`src/rtl/bcd_scan_driver.sv`:
```
// Four-digit multiplexed seven-segment driver for BCD values.
// A new value is latched only at frame boundaries, so one scan frame never shows a mix of old and new digits.
module bcd_scan_driver #(
  parameter int SCAN_DIV   = 100000,
  parameter int SCAN_WIDTH = 17
) (
  input  logic        clk,
  input  logic        reset,
  input  logic [15:0] bcd_in,
  input  logic        bcd_valid,
  input  logic        blank_en,
  output logic [3:0]  an,
  output logic [6:0]  cat,
  output logic        frame_done,
  output logic        bad_digit
);

  localparam logic [SCAN_WIDTH-1:0] PRESC_LAST = SCAN_WIDTH'(SCAN_DIV - 1);
  localparam logic [6:0]            CAT_OFF    = 7'b1111111;

  logic [SCAN_WIDTH-1:0] presc_q, presc_d;
  logic [1:0]            idx_q, idx_d;
  logic [15:0]           display_q, display_d;
  logic [15:0]           pending_q, pending_d;
  logic                  pendFlag_q, pendFlag_d;
  logic [3:0]            an_q, an_d;
  logic [6:0]            cat_q, cat_d;
  logic                  frameDone_q;
  logic                  badDigit_q, badDigit_d;

  logic       tick;
  logic       boundary;
  logic [3:0] curDigit;
  logic       blankDigit;

  always_comb begin
    tick     = (presc_q == PRESC_LAST);
    boundary = tick && (idx_q == 2'd3);
    presc_d  = tick ? '0 : presc_q + 1'b1;
    idx_d    = tick ? idx_q + 2'd1 : idx_q;
  end

  // A strobe landing on the boundary itself bypasses the pending register.
  always_comb begin
    display_d  = display_q;
    pending_d  = pending_q;
    pendFlag_d = pendFlag_q;
    if (boundary) begin
      if (bcd_valid) begin
        display_d  = bcd_in;
        pendFlag_d = 1'b0;
      end else if (pendFlag_q) begin
        display_d  = pending_q;
        pendFlag_d = 1'b0;
      end
    end else if (bcd_valid) begin
      pending_d  = bcd_in;
      pendFlag_d = 1'b1;
    end
  end

  always_comb begin
    curDigit   = display_q[15:12];
    blankDigit = 1'b0;
    case (idx_q)
      2'd0: begin
        curDigit   = display_q[15:12];
        blankDigit = blank_en && (display_q[15:12] == 4'd0);
      end
      2'd1: begin
        curDigit   = display_q[11:8];
        blankDigit = blank_en && (display_q[15:8] == 8'd0);
      end
      2'd2: begin
        curDigit   = display_q[7:4];
        blankDigit = blank_en && (display_q[15:4] == 12'd0);
      end
      default: begin
        curDigit   = display_q[3:0];
        blankDigit = 1'b0;
      end
    endcase
  end

  always_comb begin
    an_d       = ~(4'b1000 >> idx_q);
    badDigit_d = (curDigit > 4'd9);
    cat_d      = CAT_OFF;
    if (!blankDigit) begin
      case (curDigit)
        4'd0:    cat_d = 7'b1000000;
        4'd1:    cat_d = 7'b1111001;
        4'd2:    cat_d = 7'b0100100;
        4'd3:    cat_d = 7'b0110000;
        4'd4:    cat_d = 7'b0011001;
        4'd5:    cat_d = 7'b0010010;
        4'd6:    cat_d = 7'b0000010;
        4'd7:    cat_d = 7'b1111000;
        4'd8:    cat_d = 7'b0000000;
        4'd9:    cat_d = 7'b0010000;
        default: cat_d = CAT_OFF;
      endcase
    end
  end

  always_ff @(posedge clk) begin
    if (reset) begin
      presc_q     <= '0;
      idx_q       <= 2'd0;
      display_q   <= 16'h0000;
      pending_q   <= 16'h0000;
      pendFlag_q  <= 1'b0;
      an_q        <= 4'b1111;
      cat_q       <= CAT_OFF;
      frameDone_q <= 1'b0;
      badDigit_q  <= 1'b0;
    end else begin
      presc_q     <= presc_d;
      idx_q       <= idx_d;
      display_q   <= display_d;
      pending_q   <= pending_d;
      pendFlag_q  <= pendFlag_d;
      an_q        <= an_d;
      cat_q       <= cat_d;
      frameDone_q <= boundary;
      badDigit_q  <= badDigit_d;
    end
  end

  assign an         = an_q;
  assign cat        = cat_q;
  assign frame_done = frameDone_q;
  assign bad_digit  = badDigit_q;

endmodule
```
`config.mk`:
```
export PLATFORM = sky130hd
export DESIGN_NAME = bcd_scan_driver
export DESIGN_NICKNAME = d
export VERILOG_FILES = /design/src/rtl/bcd_scan_driver.sv
export SDC_FILE = /design/constraint.sdc
export NUM_CORES = 1
export LEC_CHECK = 0
export CORE_UTILIZATION = 51
export DETAILED_ROUTE_END_ITERATION = 6
export PLACE_DENSITY = 0.73
export SYNTH_ARGS = -nofsm -noshare
export SYNTH_HDL_FRONTEND = slang
export SYNTH_SLANG_ARGS = --single-unit
```
`constraint.sdc`:
```
create_clock -name clk -period 1.8 [get_ports clk]
set_clock_uncertainty 0.1 [all_clocks]
set_input_delay 0.18 -clock clk [delete_from_list [all_inputs] [get_ports clk]]
set_output_delay 0.18 -clock clk [all_outputs]
set_load 0.005 [all_outputs]
```
==> results.sh, run 1 <==
export IMPL_run_status="finished with violations"
export IMPL_violations="DRC, setup timing"
export IMPL_gpl_final_weighted_congestion=0.813
export IMPL_pin_count=33
export IMPL_horizontal_die_dimension_um=83.6
export IMPL_final_setup_worst_slack_ns=-0.135
export IMPL_worstSetupEndpointType="register"
export IMPL_grt_setup_unrepaired="yes"
export IMPL_numPortBuffers=32
export IMPL_detail_route_wl_per_cell_um=16.2
export IMPL_first_pass_iters=7
export IMPL_first_global_vias=3027
export IMPL_worst_path_dominant_cell_family="adder cells"
export IMPL_antenna_diode_count=0
export IMPL_final_max_slew_viol_count=0
export IMPL_arithmetic_cell_share_of_the_synthesized_area_counting_full_adders_half_adders_and_majority_gates_pct=2.94
export IMPL_total_leakage_power_uw=0.00169
export IMPL_grt_max_degree=93
export IMPL_pin_slew_with_the_least_headroom_to_its_limit_ns=0.711
export IMPL_area_taken_by_flip_flops_and_latches_um2=1310
export IMPL_ys_seq_area_share_pct=38.3
export IMPL_ratio_of_cells_with_drive_above_1_in_the_final_layout_pct=23.6
export IMPL_globalRouteOverflowTotal=0
export IMPL_tritoncts="yes"
export IMPL_synth_fp_nets=418
export IMPL_fin_nets=463
export IMPL_tritoncts_num_sinks=65
export IMPL_min_period_ns=1.93
export IMPL_post_route_drc_count=2
export IMPL_area_delta_synth_final_pct=33.5
export IMPL_insertion_delay_ns=0.34
export IMPL_syn_area_per_cell_um2=8.72
export IMPL_timing_final_crit_share_pct=107
export IMPL_gr_usage_all_layers_pct=24.7
export IMPL_critical_path_n_buffers_inverters=1
export IMPL_yosys_warnings=0
export IMPL_final_fill_count=447
export IMPL_core_region_area_um2=6390
export IMPL_crit_path_start_kind="register"
export IMPL_yosys_cell_types_count=45
export IMPL_total_instance_count_after_detailed_placement=494
export IMPL_yosys_mux_area_fraction_pct=5.93
export IMPL_synth_xor_xnor_area_share_pct=3.61
export IMPL_critical_path_slowest_cell="mux2i_2"
export IMPL_dominantRegCellSynth="dfxtp_1"
export IMPL_detail_route_vias_per_cell=6.12
export IMPL_powerDensity_nw_per_um2=672
export IMPL_layout_cells_non_filler=517
export IMPL_layout_cells_most_common_list="dfxtp_1 (61), clkdlybuf4s50_1 (30), buf_4 (24), nand3_1 (23)"
export IMPL_number_of_antenna_violations_at_the_first_check_in_global_routing=0
export IMPL_drtIter0Drc=186
export IMPL_deepest_level_of_the_cts_h_tree=3
export IMPL_worstPathCellList="ha_1, inv_2, mux2i_2, ha_2, nand2_1, nand4_1"
export IMPL_vias=3166
export IMPL_clkSlewWorstSetupHoldPaths_ns=0.07
export IMPL_layout_cells_most_common="dfxtp_1"
export IMPL_critPathMaxStageDelay_ns=0.38
export IMPL_die_area_um2=7000
export IMPL_cts_root_buf="clkbuf_8"
export IMPL_slew_limit_headroom_pct=52.5
export IMPL_synth_cells=390
export IMPL_post_synth_instance_area_um2=3400
export IMPL_fin_util_pct=71.0
export IMPL_cts_hold_repair_buffers=0
export IMPL_clockBufferDepth=2
export IMPL_crit_type="register to register"
export IMPL_fmax_mhz=517
export IMPL_timing_hold_worst_class="input port to register"
export IMPL_cts_buffer_count=9
export IMPL_place_hpwl_mm=4.82
export IMPL_timing_final_setup_violations=7
export IMPL_post_synthesis_compound_gate_area_fraction_pct=14.6
export IMPL_floorplan_initialDensity_pct=53.2
export IMPL_routed_wirelength_mm=8.36
export IMPL_cp_max_fo=8
export IMPL_irDropWorstVdd_v=0.000578
export IMPL_cp_data_required_time_ns=1.92
export IMPL_synth_seq_cells=65
export IMPL_arrival_ns=2.06
export IMPL_floorplan_rows=29
export IMPL_grt_pass1_wl_mm=14.0
export IMPL_pre_cts_ws_ns=-0.218
export IMPL_ys_async_sr_fraction_pct=0
export IMPL_area_of_combinational_cells_with_multiple_inputs_um2=2180
export IMPL_synth_enable_flop_cells=0
export IMPL_share_of_synthesized_cell_area_in_and_or_nand_and_nor_gates_pct=29.5
export IMPL_timing_max_cap_violations=0
export IMPL_die_y_um=83.6
export IMPL_hold_viol=0
export IMPL_synth_top_family_by_area="simple AND/OR/NAND/NOR gates"
export IMPL_routed_antenna_nets=0
-- through the flow --
| step | power, uW | cell area, um2 | TNS (ns) | hold WS (ns) |
|---|---|---|---|---|
| 2_1_floorplan | 1700 | 3430 | -0.00115 | 0.241 |
| 3_3_place_gp | 1810 | 3960 | -3.80 | 0.360 |
| 3_5_place_dp | 1820 | 3960 | -3.80 | 0.375 |
| 4_1_cts | 3040 | 4340 | -0.602 | 0.0687 |
| 5_1_grt | 3170 | 4540 | -1.83 | 0.134 |
| 6_report | 3050 | 4540 | -0.617 | 0.0790 |
-- synth_stat cells, types with 4 or more instances --
cell      number  share of area (%)
dfxtp_1       65                 38
nand2_1       22                2.4
a21oi_1        7                1.0
a31oi_1       16                2.9
nand3_1       23                3.4
o41ai_1       17                4.4
xor2_1         7                1.8
a222oi_1       4                1.2
nand4b_1      16                4.1
ha_1           8                2.9
nor3b_1       16                3.5
clkbuf_1      21                2.3
inv_1          8               0.88
o21ai_0       19                2.8
nand2b_1       5               0.92
nand4_1        6                1.1
xnor2_1        7                1.8
nor2_1        23                2.5
or3_1         18                3.3
buf_2          9                1.3
mux2i_1       19                5.6
nor2b_1       16                2.9
-- sequential cells by signal, indices dropped and copies added, names as in the netlist --
signal,flops
an,4
bad_digit,1
cat,7
display_q,16
frame_done,1
idx_q,2
pendFlag_q,1
pending_q,16
presc_q,17
-- cells by family after synthesis --
| kind of cell | count (synthesis) |
|---|---|
| simple gates | 166 |
| compound gates | 74 |
| flops | 65 |
| buf+inv | 43 |
| mux | 20 |
| xor+xnor | 14 |
| fa+ha+maj | 8 |
-- layer usage --
layer  up-vias  GRT usage [%]  share of wire [%]
li1       1540              -                  -
met1      1523           32.6                 44
met2        92           39.8                 50
met3        11           4.15                3.9
met4         0           10.5                1.7
met5         -              0                  0
-- worst reg2reg max path: cells and delay by family, from the launching register on --
kind,cells,cell delay [ns]
adders and majority gates,2,0.64
muxes,1,0.38
DFF,1,0.37
buffers and inverters,1,0.20
and+or+nand+nor,2,0.14
-- worst paths after layout --
path                                from                      end  slack [ns]  cells after the start
setup / recovery   idx_q[1]$_SDFFE_PP0N_        cat[3]$_SDFF_PP1_       -0.13                      6
hold / removal                 bcd_valid  pendFlag_q$_SDFFE_PP0P_        0.08                      3
setup reg to reg   idx_q[1]$_SDFFE_PP0N_        cat[3]$_SDFF_PP1_       -0.13                      6
hold reg to reg   presc_q[16]$_SDFF_PP0_   presc_q[16]$_SDFF_PP0_        0.39                      2
-- layout make-up --
type	instances	area share, %
timing repair buffer	67	15.9
clock inverter	6	1.27
clock buffer	10	3.03
sequential	65	28.9
inverter	10	0.827
tap	77	2.12
multi-input combinational	282	48.0
-- where the power goes --
part / total (uW) / internal, uW / switching, uW
logic: 282 / 143 / 139
clock network: 1250 / 668 / 579
registers: 1520 / 1490 / 32.3
-- what timing repair did --
item                                    4_1_cts  5_1_grt
endpoints found under the setup margin       42       49
gates cloned                                  3        1
setup buffers                                 3        0
pin swaps                                     5        5
resized for setup                            18       47
No activity file was read; power rests on OpenSTA's default activity.
==> run 2: changes to the inputs <==
==> constraint.sdc (replaced) <==
create_clock -name clk -period 1.75 [get_ports clk]
set_clock_uncertainty 0.1 [all_clocks]
set_input_delay 0.175 -clock clk [delete_from_list [all_inputs] [get_ports clk]]
set_output_delay 0.175 -clock clk [all_outputs]
set_load 0.005 [all_outputs]
==> run 2 against run 1 <==
Net effect: fmax shrank 3.4%; critical path type unchanged; the flow finishes with violations (setup timing); largest cell class unchanged; register-to-register slack lost 0.12 ns; flip-flop and latch count stayed put; largest power group unchanged; design area grew 13%; total power up 4.6%; clock power is 5% higher; sequential share of layout area decreased by 3.1 points.
==> results.sh, run 2 (same netlist as run 1, synthesis figures left out) <==
export IMPL_run_status="finished with violations"
export IMPL_violations="setup timing"
export IMPL_deepest_level_of_the_cts_h_tree=3
export IMPL_detail_route_vias_per_cell=6.36
export IMPL_place_area_um2=4000
export IMPL_timing_hold_worst_class="input port to register"
export IMPL_critical_path_slowest_cell="a222oi_1"
export IMPL_first_global_vias=3003
export IMPL_layout_cells_non_filler=539
export IMPL_slew_limit_headroom_pct=47.5
export IMPL_gpl_final_weighted_congestion=0.841
export IMPL_drtIter0Drc=234
export IMPL_timing_final_crit_share_pct=114
export IMPL_crit_path_start_kind="register"
export IMPL_number_of_antenna_violations_at_the_first_check_in_global_routing=0
export IMPL_arrival_ns=2.14
export IMPL_cp_data_required_time_ns=1.88
export IMPL_tritoncts="yes"
export IMPL_globalRouteOverflowTotal=0
export IMPL_core_region_area_um2=6390
export IMPL_crit_type="register to register"
export IMPL_first_pass_iters=5
export IMPL_timing_max_cap_violations=0
export IMPL_fin_nets=485
export IMPL_final_setup_worst_slack_ns=-0.253
export IMPL_detail_route_wl_per_cell_um=20.0
export IMPL_grt_max_degree=93
export IMPL_insertion_delay_ns=0.36
export IMPL_grt_setup_unrepaired="yes"
export IMPL_hold_viol=0
export IMPL_floorplan_rows=29
export IMPL_irDropWorstVdd_v=0.000569
export IMPL_tritoncts_num_sinks=65
export IMPL_cp_max_fo=5
export IMPL_pin_count=33
export IMPL_cts_hold_repair_buffers=0
export IMPL_powerDensity_nw_per_um2=624
export IMPL_biggest_regs="presc_q: 17 flops, display_q: 16 flops, pending_q: 16 flops"
export IMPL_vias=3428
export IMPL_final_fill_count=355
export IMPL_worstPathCellList="inv_4, ha_4, a222oi_1, a21oi_2, inv_1, ha_2, nand2_1, nand4_1"
export IMPL_critPathMaxStageDelay_ns=0.50
export IMPL_layout_cells_most_common_list="dfxtp_1 (59), buf_4 (31), clkdlybuf4s50_1 (30), nand3_1 (23), nand2_1 (22)"
export IMPL_antenna_diode_count=0
export IMPL_cts_root_buf="clkbuf_8"
export IMPL_die_y_um=83.6
export IMPL_pin_slew_with_the_least_headroom_to_its_limit_ns=0.787
export IMPL_routed_wirelength_mm=10.8
export IMPL_numPortBuffers=32
export IMPL_gr_usage_all_layers_pct=25.2
export IMPL_ratio_of_cells_with_drive_above_1_in_the_final_layout_pct=32.7
export IMPL_clockBufferDepth=2
export IMPL_fin_util_pct=80.0
export IMPL_regMostFlops="presc_q"
export IMPL_horizontal_die_dimension_um=83.6
export IMPL_final_max_slew_viol_count=0
export IMPL_final_cell_area_um2=5110
export IMPL_total_instance_count_after_detailed_placement=497
export IMPL_floorplan_initialDensity_pct=53.2
export IMPL_post_route_drc_count=0
export IMPL_cts_buffer_count=9
export IMPL_area_taken_by_flip_flops_and_latches_um2=1320
export IMPL_place_hpwl_mm=4.91
export IMPL_largest_reg_flops=17
export IMPL_grt_pass1_wl_mm=14.2
export IMPL_fmax_mhz=499
export IMPL_worstSetupEndpointType="register"
export IMPL_min_period_ns=2.00
export IMPL_area_of_combinational_cells_with_multiple_inputs_um2=2420
export IMPL_layout_cells_most_common="dfxtp_1"
export IMPL_die_area_um2=7000
export IMPL_clkSlewWorstSetupHoldPaths_ns=0.08
export IMPL_total_leakage_power_uw=0.00195
export IMPL_timing_final_setup_violations=60
export IMPL_area_delta_synth_final_pct=50.2
export IMPL_routed_antenna_nets=0
## run 2: layout make-up
class / count / share of cell area [%]
inverter: 10 / 0.784
sequential: 65 / 25.8
timing repair buffer: 89 / 20.3
clock buffer: 11 / 2.77
multi-input combinational: 282 / 47.4
tap: 77 / 1.89
clock inverter: 5 / 1.08
## run 2: what timing repair did
item                                    in CTS  in global routing
gates resized for setup                     39                 87
pin swaps                                   15                 55
endpoints found under the setup margin      40                 61
gates cloned                                 4                 10
buffers inserted                             8                  5
## run 2: path summary, 6_finish.rpt
path         slack, ns                    from  depth (start not counted)                         to
min reg2reg       0.39  presc_q[16]$_SDFF_PP0_                          2     presc_q[16]$_SDFF_PP0_
min               0.24               bcd_valid                          3  pending_q[2]$_SDFFE_PP0P_
max              -0.25   idx_q[0]$_SDFFE_PP0N_                          8          cat[3]$_SDFF_PP1_
max reg2reg      -0.25   idx_q[0]$_SDFFE_PP0N_                          8          cat[3]$_SDFF_PP1_
## run 2: worst max-delay path, delay by kind of cell (launching register included)
kind | cells | cell delay [ns]
DFF | 1 | 0.39
AOI/OAI and AO/OA | 2 | 0.64
and+or+nand+nor | 2 | 0.14
buffers and inverters | 2 | 0.18
adders and majority gates | 2 | 0.44
## run 2: routing by layer
metal	share of wire, %	vias up	GRT usage (%)
li1	-	1588	-
met1	39	1629	32.2
met2	49	163	40.7
met3	6.0	48	4.15
met4	5.4	0	13.7
met5	0	-	0
## run 2: power breakdown
part / internal, uW / switching [uW] / total (uW)
combinational: 153 / 162 / 315
clock: 692 / 619 / 1310
sequential: 1530 / 35.3 / 1560
## run 2: per-stage QoR
stage / setup WS (ns) / power, uW / TNS (ns) / hold WS (ns)
2_1_floorplan: -0.0271 / 1750 / -0.0890 / 0.236
3_3_place_gp: -0.275 / 1870 / -5.79 / 0.365
3_5_place_dp: -0.305 / 1880 / -6.23 / 0.370
4_1_cts: -0.111 / 3130 / -0.758 / 0.222
5_1_grt: -0.296 / 3280 / -11.40 / 0.276
6_report: -0.253 / 3190 / -7.93 / 0.243
